File: src/rtl/ul_master_arb_if.sv
// ul_master_arb_if: one UL register-bus port, a write channel plus a single-beat read channel.
interface ul_master_arb_if #(
  parameter int ADDR_WIDTH = 10
);
  logic [ADDR_WIDTH-1:0] waddr;
  logic [ADDR_WIDTH-1:0] araddr;
  logic [31:0]           wdata;
  logic [31:0]           rdata;
  logic                  wvalid;
  logic                  wready;
  logic                  arvalid;
  logic                  arready;
  logic                  rvalid;
  logic                  rready;
  modport master (output waddr, wdata, wvalid, araddr, arvalid, rready,
                  input  wready, arready, rdata, rvalid);
  modport slave  (input  waddr, wdata, wvalid, araddr, arvalid, rready,
                  output wready, arready, rdata, rvalid);
endinterface

File: src/rtl/ul_master_arb.sv
// ul_master_arb: two-master UL bus arbiter, round-robin write and read channels, single outstanding read
module ul_master_arb #(
  parameter int ADDR_WIDTH = 10
) (
  input logic            clk,
  input logic            rst_n,
  ul_master_arb_if.slave  s0,
  ul_master_arb_if.slave  s1,
  ul_master_arb_if.master m
);
  localparam logic [1:0] RD_IDLE = 2'd0, RD_ADDR = 2'd1, RD_DATA = 2'd2;
  logic [1:0] rd_state;
  logic rd_owner, w_last, r_last;
  logic wfree, w_sel, w_go, r_sel, r_go, in_data;
  logic [ADDR_WIDTH-1:0] w_addr, r_addr;
  assign wfree   = ~m.wvalid | m.wready;
  assign w_sel   = (s0.wvalid & s1.wvalid) ? ~w_last : s1.wvalid;
  // ready outputs are forced low while reset is held, even if masters keep their valids up
  assign w_go    = rst_n & wfree & (s0.wvalid | s1.wvalid);
  assign w_addr  = w_sel ? s1.waddr : s0.waddr;
  assign r_sel   = (s0.arvalid & s1.arvalid) ? ~r_last : s1.arvalid;
  assign r_go    = rst_n & (rd_state == RD_IDLE) & ~m.wvalid & (s0.arvalid | s1.arvalid);
  assign r_addr  = r_sel ? s1.araddr : s0.araddr;
  assign in_data = rd_state == RD_DATA;
  assign s0.wready  = w_go & ~w_sel;
  assign s1.wready  = w_go & w_sel;
  assign s0.arready = r_go & ~r_sel;
  assign s1.arready = r_go & r_sel;
  assign s0.rdata   = m.rdata;
  assign s1.rdata   = m.rdata;
  assign s0.rvalid  = in_data & ~rd_owner & m.rvalid;
  assign s1.rvalid  = in_data & rd_owner & m.rvalid;
  assign m.rready   = in_data & (rd_owner ? s1.rready : s0.rready);
  always_ff @(posedge clk or negedge rst_n) begin
    if (!rst_n) begin
      m.wvalid <= 1'b0;
      m.waddr  <= '0;
      m.wdata  <= '0;
      w_last   <= 1'b1;
    end else if (w_go) begin
      m.wvalid <= 1'b1;
      m.waddr  <= w_addr;
      m.wdata  <= w_sel ? s1.wdata : s0.wdata;
      w_last   <= w_sel;
    end else if (m.wready) begin
      m.wvalid <= 1'b0;
    end
  end
  always_ff @(posedge clk or negedge rst_n) begin
    if (!rst_n) begin
      rd_state  <= RD_IDLE;
      rd_owner  <= 1'b0;
      r_last    <= 1'b1;
      m.arvalid <= 1'b0;
      m.araddr  <= '0;
    end else begin
      case (rd_state)
        RD_IDLE: if (r_go) begin
          m.araddr  <= r_addr;
          m.arvalid <= 1'b1;
          rd_owner  <= r_sel;
          rd_state  <= RD_ADDR;
        end
        RD_ADDR: if (m.arready) begin
          m.arvalid <= 1'b0;
          rd_state  <= RD_DATA;
        end
        RD_DATA: if (m.rvalid & m.rready) begin
          r_last   <= rd_owner;
          rd_state <= RD_IDLE;
        end
        default: rd_state <= RD_IDLE;
      endcase
    end
  end
endmodule

File: src/flat_wrapper.sv
// flat-port wrapper written by rule: the top's interface ports become plain ports
module ul_master_arb_flat 
#(
  parameter int ADDR_WIDTH = 10
)
  (clk, rst_n, s0_waddr, s0_wdata, s0_wvalid, s0_araddr, s0_arvalid, s0_rready, s0_wready, s0_arready, s0_rdata, s0_rvalid, s1_waddr, s1_wdata, s1_wvalid, s1_araddr, s1_arvalid, s1_rready, s1_wready, s1_arready, s1_rdata, s1_rvalid, m_waddr, m_wdata, m_wvalid, m_araddr, m_arvalid, m_rready, m_wready, m_arready, m_rdata, m_rvalid);
  ul_master_arb_if #(.ADDR_WIDTH(ADDR_WIDTH)) s0_i ();
  ul_master_arb_if #(.ADDR_WIDTH(ADDR_WIDTH)) s1_i ();
  ul_master_arb_if #(.ADDR_WIDTH(ADDR_WIDTH)) m_i ();
  input logic clk;
  input logic rst_n;
  input wire logic [$bits(s0_i.waddr)-1:0] s0_waddr;
  input wire logic [$bits(s0_i.wdata)-1:0] s0_wdata;
  input wire logic [$bits(s0_i.wvalid)-1:0] s0_wvalid;
  input wire logic [$bits(s0_i.araddr)-1:0] s0_araddr;
  input wire logic [$bits(s0_i.arvalid)-1:0] s0_arvalid;
  input wire logic [$bits(s0_i.rready)-1:0] s0_rready;
  output wire logic [$bits(s0_i.wready)-1:0] s0_wready;
  output wire logic [$bits(s0_i.arready)-1:0] s0_arready;
  output wire logic [$bits(s0_i.rdata)-1:0] s0_rdata;
  output wire logic [$bits(s0_i.rvalid)-1:0] s0_rvalid;
  input wire logic [$bits(s1_i.waddr)-1:0] s1_waddr;
  input wire logic [$bits(s1_i.wdata)-1:0] s1_wdata;
  input wire logic [$bits(s1_i.wvalid)-1:0] s1_wvalid;
  input wire logic [$bits(s1_i.araddr)-1:0] s1_araddr;
  input wire logic [$bits(s1_i.arvalid)-1:0] s1_arvalid;
  input wire logic [$bits(s1_i.rready)-1:0] s1_rready;
  output wire logic [$bits(s1_i.wready)-1:0] s1_wready;
  output wire logic [$bits(s1_i.arready)-1:0] s1_arready;
  output wire logic [$bits(s1_i.rdata)-1:0] s1_rdata;
  output wire logic [$bits(s1_i.rvalid)-1:0] s1_rvalid;
  output wire logic [$bits(m_i.waddr)-1:0] m_waddr;
  output wire logic [$bits(m_i.wdata)-1:0] m_wdata;
  output wire logic [$bits(m_i.wvalid)-1:0] m_wvalid;
  output wire logic [$bits(m_i.araddr)-1:0] m_araddr;
  output wire logic [$bits(m_i.arvalid)-1:0] m_arvalid;
  output wire logic [$bits(m_i.rready)-1:0] m_rready;
  input wire logic [$bits(m_i.wready)-1:0] m_wready;
  input wire logic [$bits(m_i.arready)-1:0] m_arready;
  input wire logic [$bits(m_i.rdata)-1:0] m_rdata;
  input wire logic [$bits(m_i.rvalid)-1:0] m_rvalid;
  assign s0_i.waddr = s0_waddr;
  assign s0_i.wdata = s0_wdata;
  assign s0_i.wvalid = s0_wvalid;
  assign s0_i.araddr = s0_araddr;
  assign s0_i.arvalid = s0_arvalid;
  assign s0_i.rready = s0_rready;
  assign s0_wready = s0_i.wready;
  assign s0_arready = s0_i.arready;
  assign s0_rdata = s0_i.rdata;
  assign s0_rvalid = s0_i.rvalid;
  assign s1_i.waddr = s1_waddr;
  assign s1_i.wdata = s1_wdata;
  assign s1_i.wvalid = s1_wvalid;
  assign s1_i.araddr = s1_araddr;
  assign s1_i.arvalid = s1_arvalid;
  assign s1_i.rready = s1_rready;
  assign s1_wready = s1_i.wready;
  assign s1_arready = s1_i.arready;
  assign s1_rdata = s1_i.rdata;
  assign s1_rvalid = s1_i.rvalid;
  assign m_waddr = m_i.waddr;
  assign m_wdata = m_i.wdata;
  assign m_wvalid = m_i.wvalid;
  assign m_araddr = m_i.araddr;
  assign m_arvalid = m_i.arvalid;
  assign m_rready = m_i.rready;
  assign m_i.wready = m_wready;
  assign m_i.arready = m_arready;
  assign m_i.rdata = m_rdata;
  assign m_i.rvalid = m_rvalid;
  ul_master_arb #(.ADDR_WIDTH(ADDR_WIDTH)) u_core (.clk(clk), .rst_n(rst_n), .s0(s0_i), .s1(s1_i), .m(m_i));
endmodule
File: config.mk
export PLATFORM = sky130hd
export DESIGN_NAME = ul_master_arb_flat
export DESIGN_NICKNAME = d
export VERILOG_FILES = /design/src/rtl/ul_master_arb_if.sv /design/src/rtl/ul_master_arb.sv /design/src/flat_wrapper.sv
export SDC_FILE = /design/constraint.sdc
export NUM_CORES = 1
export LEC_CHECK = 0
export CORE_ASPECT_RATIO = 0.6
export CORE_MARGIN = 10
export CORE_UTILIZATION = 36
export CTS_BUF_LIST = sky130_fd_sc_hd__clkbuf_4 sky130_fd_sc_hd__clkbuf_8
export DETAILED_ROUTE_END_ITERATION = 7
export PLACE_DENSITY = 0.86
export SLEW_MARGIN = 20
export SYNTH_ARGS = -nofsm -noshare
export SYNTH_HDL_FRONTEND = slang
export SYNTH_SLANG_ARGS = --single-unit
File: constraint.sdc
create_clock -name clk -period 2.75 [get_ports clk]
set_input_delay 0.4125 -clock clk [delete_from_list [all_inputs] [get_ports clk]]
set_output_delay 0.4125 -clock clk [all_outputs]
set_load 0.05 [all_outputs]
# Yosys cells after proc, flatten, opt, wreduce, memory -nomap -nowiden
# Index checks and enable logic that the tools add are counted.
dict set report word_totals {
  register_bits 59
  latch_bits 0
  ram_bits 0
  romBits 0
  elab_cells 62
  memories 0
}
dict set report classes {
  addsub 0
  multipliers 0
  n_div 0
  magnitude_cmp 0
  eq_ne 5
  n_shift 0
  muxes 15
  bitwise 26
  n_reduce_logical 7
}
# cell n
set ops {}
lappend ops {{$mux W32} 1}
lappend ops {{$mux W10} 2}
lappend ops {{$and A1 B1 Y1} 17}
lappend ops {{$mux W1} 7}
lappend ops {{$mux W2} 3}
lappend ops {{$not A1 Y1} 6}
lappend ops {{$pmux W2 S3} 1}
lappend ops {{$reduce_and A3 Y1} 2}
lappend ops {{$ne A2 B2 Y1 const B} 2}
lappend ops {{$reduce_and A2 Y1} 2}
lappend ops {{$reduce_bool A2 Y1} 2}
lappend ops {{$or A1 B1 Y1} 3}
lappend ops {{$eq A2 B1 Y1 const B} 1}
lappend ops {{$eq A2 B2 Y1 const B} 1}
lappend ops {{$logic_not A2 Y1} 1}
lappend ops {{$ne A2 B1 Y1 const B} 1}
lappend ops {{$pmux W1 S2} 1}

# Logic depth before layout (Yosys ltp)
# Gate-level depths: netlist of run 1.
dict set report logic_depth {
  ltp_word 6
  mapped_depth 6
  ltp_nobuf 3
}

# Worst setup path before layout of run 1
# No wires, ideal clock.
dict set report synth_path {
  path_type {register to output}
  startpoint {register u_core.m.wvalid}
  endpoint {output s0_arready}
  arrival_ps 2171
  path_slack_ps 166
  path_stages_with_launch 3
  cell_sequence {dfrtp_1 -> nor4b_4 -> nor3b_1}
}
dict set report synth_between {
  elab_chain_cells 4
}
# item line
set synth_lines {}
lappend synth_lines {{start, declared} ul_master_arb_if.sv:15} ;# modport master (output waddr, wdata, wvalid, araddr, arvalid, rready,
lappend synth_lines {{start signal, assigned} ul_master_arb.sv:36} ;# m.wvalid <= 1'b0;
lappend synth_lines {{start signal, assigned} ul_master_arb.sv:41} ;# m.wvalid <= 1'b1;
lappend synth_lines {{start signal, assigned} ul_master_arb.sv:46} ;# m.wvalid <= 1'b0;
lappend synth_lines {{$not A1 Y1} ul_master_arb.sv:22} ;# assign r_go = rst_n & (rd_state == RD_IDLE) & ~m.wvalid & (s0.arvalid | s1.arvalid);
lappend synth_lines {{$and A1 B1 Y1 (2 in series)} ul_master_arb.sv:22}
lappend synth_lines {{$and A1 B1 Y1} ul_master_arb.sv:27} ;# assign s0.arready = r_go & ~r_sel;
lappend synth_lines {{end, declared} flat_wrapper.sv:19} ;# output wire logic [$bits(s0_i.arready)-1:0] s0_arready;
# No other way between the ends.

# Worst setup path in the final report of run 1
dict set report layout_path {
  startpoint {input s1_arvalid}
  endpoint {output s0_arready}
}
dict set report layout_between {
  elab_chain_cells 4
}
# item line
set layout_lines {}
lappend layout_lines {{start, declared} flat_wrapper.sv:26} ;# input wire logic [$bits(s1_i.arvalid)-1:0] s1_arvalid;
lappend layout_lines {{$and A1 B1 Y1} ul_master_arb.sv:21} ;# assign r_sel = (s0.arvalid & s1.arvalid) ? ~r_last : s1.arvalid;
lappend layout_lines {{$mux W1} ul_master_arb.sv:21}
lappend layout_lines {{$not A1 Y1} ul_master_arb.sv:27}
lappend layout_lines {{$and A1 B1 Y1 (*)} ul_master_arb.sv:27}
# Mark *: on every way between the ends. The rest lies on a longest branch, timed or not.

==> results of run 1 <==
-- cell usage after synthesis --
| library cell | number | share of area, % |
|---|---|---|
| a21bo_2 | 1 | 0.31 |
| a21boi_0 | 42 | 9.6 |
| a21o_1 | 1 | 0.23 |
| a21oi_1 | 2 | 0.31 |
| a221o_1 | 42 | 13 |
| a2bb2oi_1 | 10 | 2.7 |
| and4_4 | 1 | 0.34 |
| buf_2 | 1 | 0.15 |
| buf_4 | 64 | 15 |
| buf_6 | 11 | 3.8 |
| clkbuf_1 | 12 | 1.4 |
| dfrtp_1 | 57 | 44 |
| dfstp_2 | 2 | 1.6 |
| inv_1 | 5 | 0.57 |
| mux2i_1 | 1 | 0.31 |
| nand2_1 | 2 | 0.23 |
| nand2b_1 | 2 | 0.38 |
| nand3b_1 | 2 | 0.46 |
| nor2_1 | 6 | 0.69 |
| nor2b_1 | 2 | 0.38 |
| nor3b_1 | 2 | 0.46 |
| nor4b_4 | 1 | 0.73 |
| o2111a_1 | 1 | 0.34 |
| o21a_1 | 2 | 0.46 |
| o21ai_0 | 2 | 0.31 |
| o31ai_1 | 1 | 0.23 |
| o32ai_1 | 10 | 2.7 |
| or2_2 | 1 | 0.19 |
-- routing by layer --
metal	routed length (um)	vias to the layer above	global-route usage, %
met2	5203	163	26.40
met1	4415	1383	17.61
met3	1499	27	11.41
met4	166	0	5.641
met5	0	-	0
li1	-	1239	-
-- report_power, final --
group	internal, uW	total, uW	switching (uW)
sequential	1100	1250	151
combinational	762	1910	1150
clock	675	1030	351
total	2540	4190	1650
-- final cells by class --
type	count	area [um2]	share of cell area (%)
Tap cell	112	140.1	2.859
Sequential cell	59	1479	30.17
Inverter	5	18.77	0.3828
Clock buffer	12	165.2	3.369
Timing Repair Buffer	186	1884	38.44
Clock inverter	4	95.09	1.940
Multi-Input combinational cell	134	1120	22.84
-- what timing repair did --
item / CTS / global route
setup endpoints to repair: 0 / 0
hold endpoints to repair: 4 / 0
hold buffers: 1 / 0
-- flip-flops by register name, summed over array words and instances, names as in the netlist --
register / count
u_core.rd_owner: 1
u_core.m.araddr: 10
u_core.rd_state: 2
u_core.m.wvalid: 1
u_core.w_last: 1
u_core.m.wdata: 32
u_core.m.arvalid: 1
u_core.r_last: 1
u_core.m.waddr: 10
-- worst max-delay path by stage --
stage	startpoint	to	slack (ps)	cells after the start
floorplan	u_core.m.wvalid	s0_arready	170	2
global placement	m_rvalid	s1_rvalid	410	4
detailed placement	s1_arvalid	s0_arready	320	4
CTS	u_core.rd_state[1]	s0_arready	270	4
global route	s1_arvalid	s0_arready	190	4
finish	s1_arvalid	s0_arready	290	4
-- metrics by stage --
stage	util (%)	worst slack, ps
3_5_place_dp	53.33	318.4
6_report	56.44	293.2
5_1_grt	56.44	186.4
2_1_floorplan	-	166.2
3_3_place_gp	53.33	414.8
4_1_cts	56.44	273.4
-- logic make-up after synthesis --
kind of cell           after synthesis  synth area share (%)
flip-flops                          59                 45.22
buffers and inverters               93                 20.58
multiplexers                         1                0.3061
AND/OR/NAND/NOR                     19                 3.863
AO/OA/AOI/OAI                      114                 30.03
-- cells in the final DEF, fill, tap and decap left out, drive strengths merged, types with 2 or more instances in the layout --
cell type      instances
a21boi                42
a2bb2oi               10
clkbuf                12
clkdlybuf4s50        170
o32ai                 10
nor2b                  2
bufinv                 3
nor2                   6
buf                   15
dfstp                  2
nand2                  2
nand2b                 2
o21a                   2
a21oi                  2
nor3b                  2
nand3b                 2
a221o                 42
inv                    5
dfrtp                 57
o21ai                  2
==> run_results.csv, run 1 <==
group,metric,value,unit
place,dpl_cell_area,4632,um2
setup_path,cp_data_required_time,2340,ps
final_layout,drive_gt1_share,9.500,%
setup_path,end_kind,"output pin",
final_layout,finalNetCount,542,
global_routing,antenna_found_initial,0,
route,drt_iter0_markers,106,
synth,avgSynthCellArea,11.44,um2
global_routing,grt_max_degree,35,
cts,cts_tree,"built",
die,dieHeight,93.83,um
cts,max-clock-path-buffers,2,
final_layout,final_cells,512,
die,die_w,143.1,um
final_layout,n_antenna_cell,0,
pwr,finalPower,4187,uW
die,ios,272,
timing,setup_viol,0,
timing,hold_slack,111.0,ps
global_routing,grt_usage,16.73,%
die,fp.coreArea,8686,um2
timing,min_period,2457,ps
cts,cts.clk_slew.worst_paths,70,ps
synth,syn_nets,433,
route,wl,11290,um
die,start_util,37.65,%
setup_path,cpPeakStageDelay,670,ps
cts,cts_buffers,9,
setup_path,reg2reg_to,"u_core.m.wdata[11]",
synth,ys_types,28,
synth,synth_cells,286,
setup_path,r2r-start,"u_core.m.wvalid",
setup_path,cpMaxStageDelayCell,"nor2b_1",
setup_path,rrSetupSlack,910,ps
setup_path,crit_chain,"clkdlybuf4s50_1 -> nor2b_1 -> nor3b_1 -> buf_12",
cts,clock_latency,340,ps
place,dp.final_hpwl,8710,um
synth,ys_seq_area_share,45.22,%
place,dp.cells,495,
timing,fin_crit_sh,89.34,%
setup_path,setup.worst_path.class,"in2out",
global_routing,grt_pass1_vias,3205,
cts,htreeDepth,3,
timing,skew,7.746,ps
place,portBuffers,175,
setup_path,path_delay_family,"simple AND/OR/NAND/NOR gates",
timing,slew_headroom,46.30,%
setup_path,cp_num_buf_inv,2,
global_routing,grt.overflow.total,0,
die,die-area,13420,um2
cts,cts.sinks,59,
setup_path,crit_fanout,11,
timing,tightest_slew,803.8,ps
cts,post_cts.repair.setup_buffers,0,
cts,cts_resized,0,
timing,max_freq,407.0,MHz
cts,ctsRootBufferMaster,"clkbuf_8",
final_layout,finalInstanceArea,4902,um2
pwr,power_density,854.1,nW/um2
synth,syn-cell-area,3271,um2
synth,synth_seq_cells,59,
place,gp_congestion,0.8016,
timing,slew_viol_final,0,
timing,setup_tns,0,ps
timing,rsz0062_at_grt,"false",
final_layout,area_growth,49.89,%
min_path,hold_class,"in2async",
synth,yosysWarningCount,0,
outcome,outcome,"finished clean",
setup_path,arrival,2040,ps
setup_path,crit_path_start_kind,"primary input",
route,drt-pass1-iter-count,6,
run,drv_cap,0,
route,vias,2812,
route,viasPerCell,5.492,
die,fp-row-count,26,
timing,hold_viol,0,
pwr,p_leak,0.001976,uW
setup_path,rr_worst_depth,5,
pwr,ir_drop,0.5846,mV
route,drc,0,
route,wl_per_cell,22.04,um
route,ant_nets,0,
global_routing,grt_pass1_wl,17640,um
final_layout,fillers,709,
No activity file was read; power rests on OpenSTA's default activity.
==> inputs of run 2 (changes only) <==
--- a/config.mk
+++ b/config.mk
@@ -5,7 +5,6 @@
 export SDC_FILE = /design/constraint.sdc
 export NUM_CORES = 1
 export LEC_CHECK = 0
-export CORE_ASPECT_RATIO = 0.6
 export CORE_MARGIN = 10
 export CORE_UTILIZATION = 36
 export CTS_BUF_LIST = sky130_fd_sc_hd__clkbuf_4 sky130_fd_sc_hd__clkbuf_8
==> run 2 against run 1 <==
Setup slack improved by 83 ps. Non-clock buffer count fell by 4. First-iteration DRC count rose by 8.5%. Largest power group unchanged.
==> run_results.csv, run 2 (synthesized netlist as in run 1, its figures left out) <==
group,metric,value,unit
setup_path,crit_top_cell,"clkdlybuf4s50_1",
final_layout,largest_register_ffs,32,
pwr,power_density,809.3,nW/um2
route,drt-pass1-iter-count,4,
setup_path,setup.worst_path.class,"in2out",
route,vias,2717,
global_routing,grt_usage,16.18,%
cts,max-clock-path-buffers,2,
global_routing,antenna_found_initial,0,
cts,clock_latency,320,ps
final_layout,multiInputGateArea,1119,um2
setup_path,arrival,1960,ps
final_layout,final_common_cell,"clkdlybuf4s50_1",
outcome,outcome,"finished clean",
route,wl,11400,um
setup_path,cp_data_required_time,2340,ps
route,drt_iter0_markers,115,
final_layout,regMostFlops,"u_core.m.wdata",
setup_path,rr_worst_depth,4,
setup_path,crit_fanout,4,
setup_path,cp-startpoint,"m_rvalid",
final_layout,n_antenna_cell,0,
die,die-area,13300,um2
die,die_w,115.3,um
min_path,hold_class,"in2async",
place,preCtsSetupSlack,377.6,ps
timing,skew,14.57,ps
timing,slew_viol_final,0,
final_layout,register_area,1479,um2
timing,hold_viol,0,
global_routing,grt_pass1_wl,17100,um
final_layout,drive_gt1_share,8.838,%
setup_path,cpMaxStageDelayCell,"clkdlybuf4s50_1",
die,fp.coreArea,8763,um2
global_routing,grt_pass1_vias,3094,
run,drv_cap,0,
final_layout,top_regs,"u_core.m.wdata x32, u_core.m.araddr x10, u_core.m.waddr x10",
timing,min_period,2373,ps
route,viasPerCell,5.391,
global_routing,grt.overflow.total,0,
pwr,p_leak,0.001923,uW
die,start_util,37.32,%
timing,max_freq,421.3,MHz
timing,fin_crit_sh,86.31,%
timing,rsz0062_at_grt,"false",
route,wl_per_cell,22.62,um
setup_path,path_delay_family,"buffers and inverters",
die,dieHeight,115.3,um
final_layout,fillers,783,
cts,post_cts.repair.setup_buffers,0,
die,fp-row-count,34,
place,portBuffers,175,
cts,ctsRootBufferMaster,"clkbuf_8",
cts,cts_tree,"built",
setup_path,cp.depth,4,
route,ant_nets,0,
final_layout,area_growth,45.83,%
cts,postCtsHoldBufs,0,
place,gp_congestion,0.8183,
setup_path,crit_path_start_kind,"primary input",
global_routing,grt_max_degree,59,
cts,cts.sinks,59,
final_layout,mostFrequentLayoutCells,"clkdlybuf4s50_1, dfrtp_1, a21boi_0, a221o_1, clkbuf_8",
timing,tightest_slew,736.4,ps
final_layout,finalNetCount,538,
cts,cts_buffers,9,
setup_path,crit_chain,"clkdlybuf4s50_1 -> nand3b_1 -> nor2_1 -> clkdlybuf4s50_1",
cts,cts_resized,0,
final_layout,final_util,54.43,%
timing,setup_tns,0,ps
setup_path,end_kind,"output pin",
setup_path,cp_num_buf_inv,2,
die,ios,272,
setup_path,r2r-start,"u_core.rd_state[1]",
place,dp.final_hpwl,8995,um
setup_path,cpPeakStageDelay,810,ps
timing,finalWorstSetupSlack,376.6,ps
timing,slew_headroom,50.91,%
timing,setup_viol,0,
route,drc,0,
cts,cts.clk_slew.worst_paths,70,ps
pwr,ir_drop,0.2978,mV
cts,htreeDepth,3,
==> run 2: metal layers <==
| layer | vias up | GRT usage [%] | wire, um |
|---|---|---|---|
| met3 | 20 | 8.646 | 1334 |
| met5 | - | 0.3704 | 0 |
| met2 | 153 | 28.68 | 5955 |
| met4 | 0 | 5.528 | 205 |
| li1 | 1230 | - | - |
| met1 | 1314 | 15.66 | 3905 |
==> run 2: power breakdown <==
group          internal, uW  total (uW)  switching [uW]
logic                   756        1900            1140
registers              1100        1250             146
clock network           392         718             326
total                  2250        3860            1610
==> run 2: final timing paths <==
path / end / slack, ps
setup / recovery: s0_rvalid / 380
hold / removal: u_core.w_last / 110
setup reg to reg: u_core.m.araddr[8] / 1060
hold reg to reg: u_core.m.arvalid / 480
max in group asynchronous: u_core.m.waddr[4] / 1870
min in group clk: u_core.m.arvalid / 480
==> run 2: layout make-up <==
class	count	share of cell area [%]
clock buffers	13	3.489
repair buffers	182	38.51
clock inverters	3	0.3148
inverters	5	0.3935
flip-flops and latches	59	31.01
multi-input cells	134	23.45
well taps	108	2.833
==> run 2: through the flow <==
stage	std cells	power, uW	instance area [um2]	hold WS, ps
after global placement	488	3128	4588	438.2
final	504	3860	4770	109.2
after floorplan	286	2656	3271	116.9
after CTS	504	3908	4770	89.36
after detailed placement	488	3172	4588	444.7
after global routing	504	4055	4770	85.65
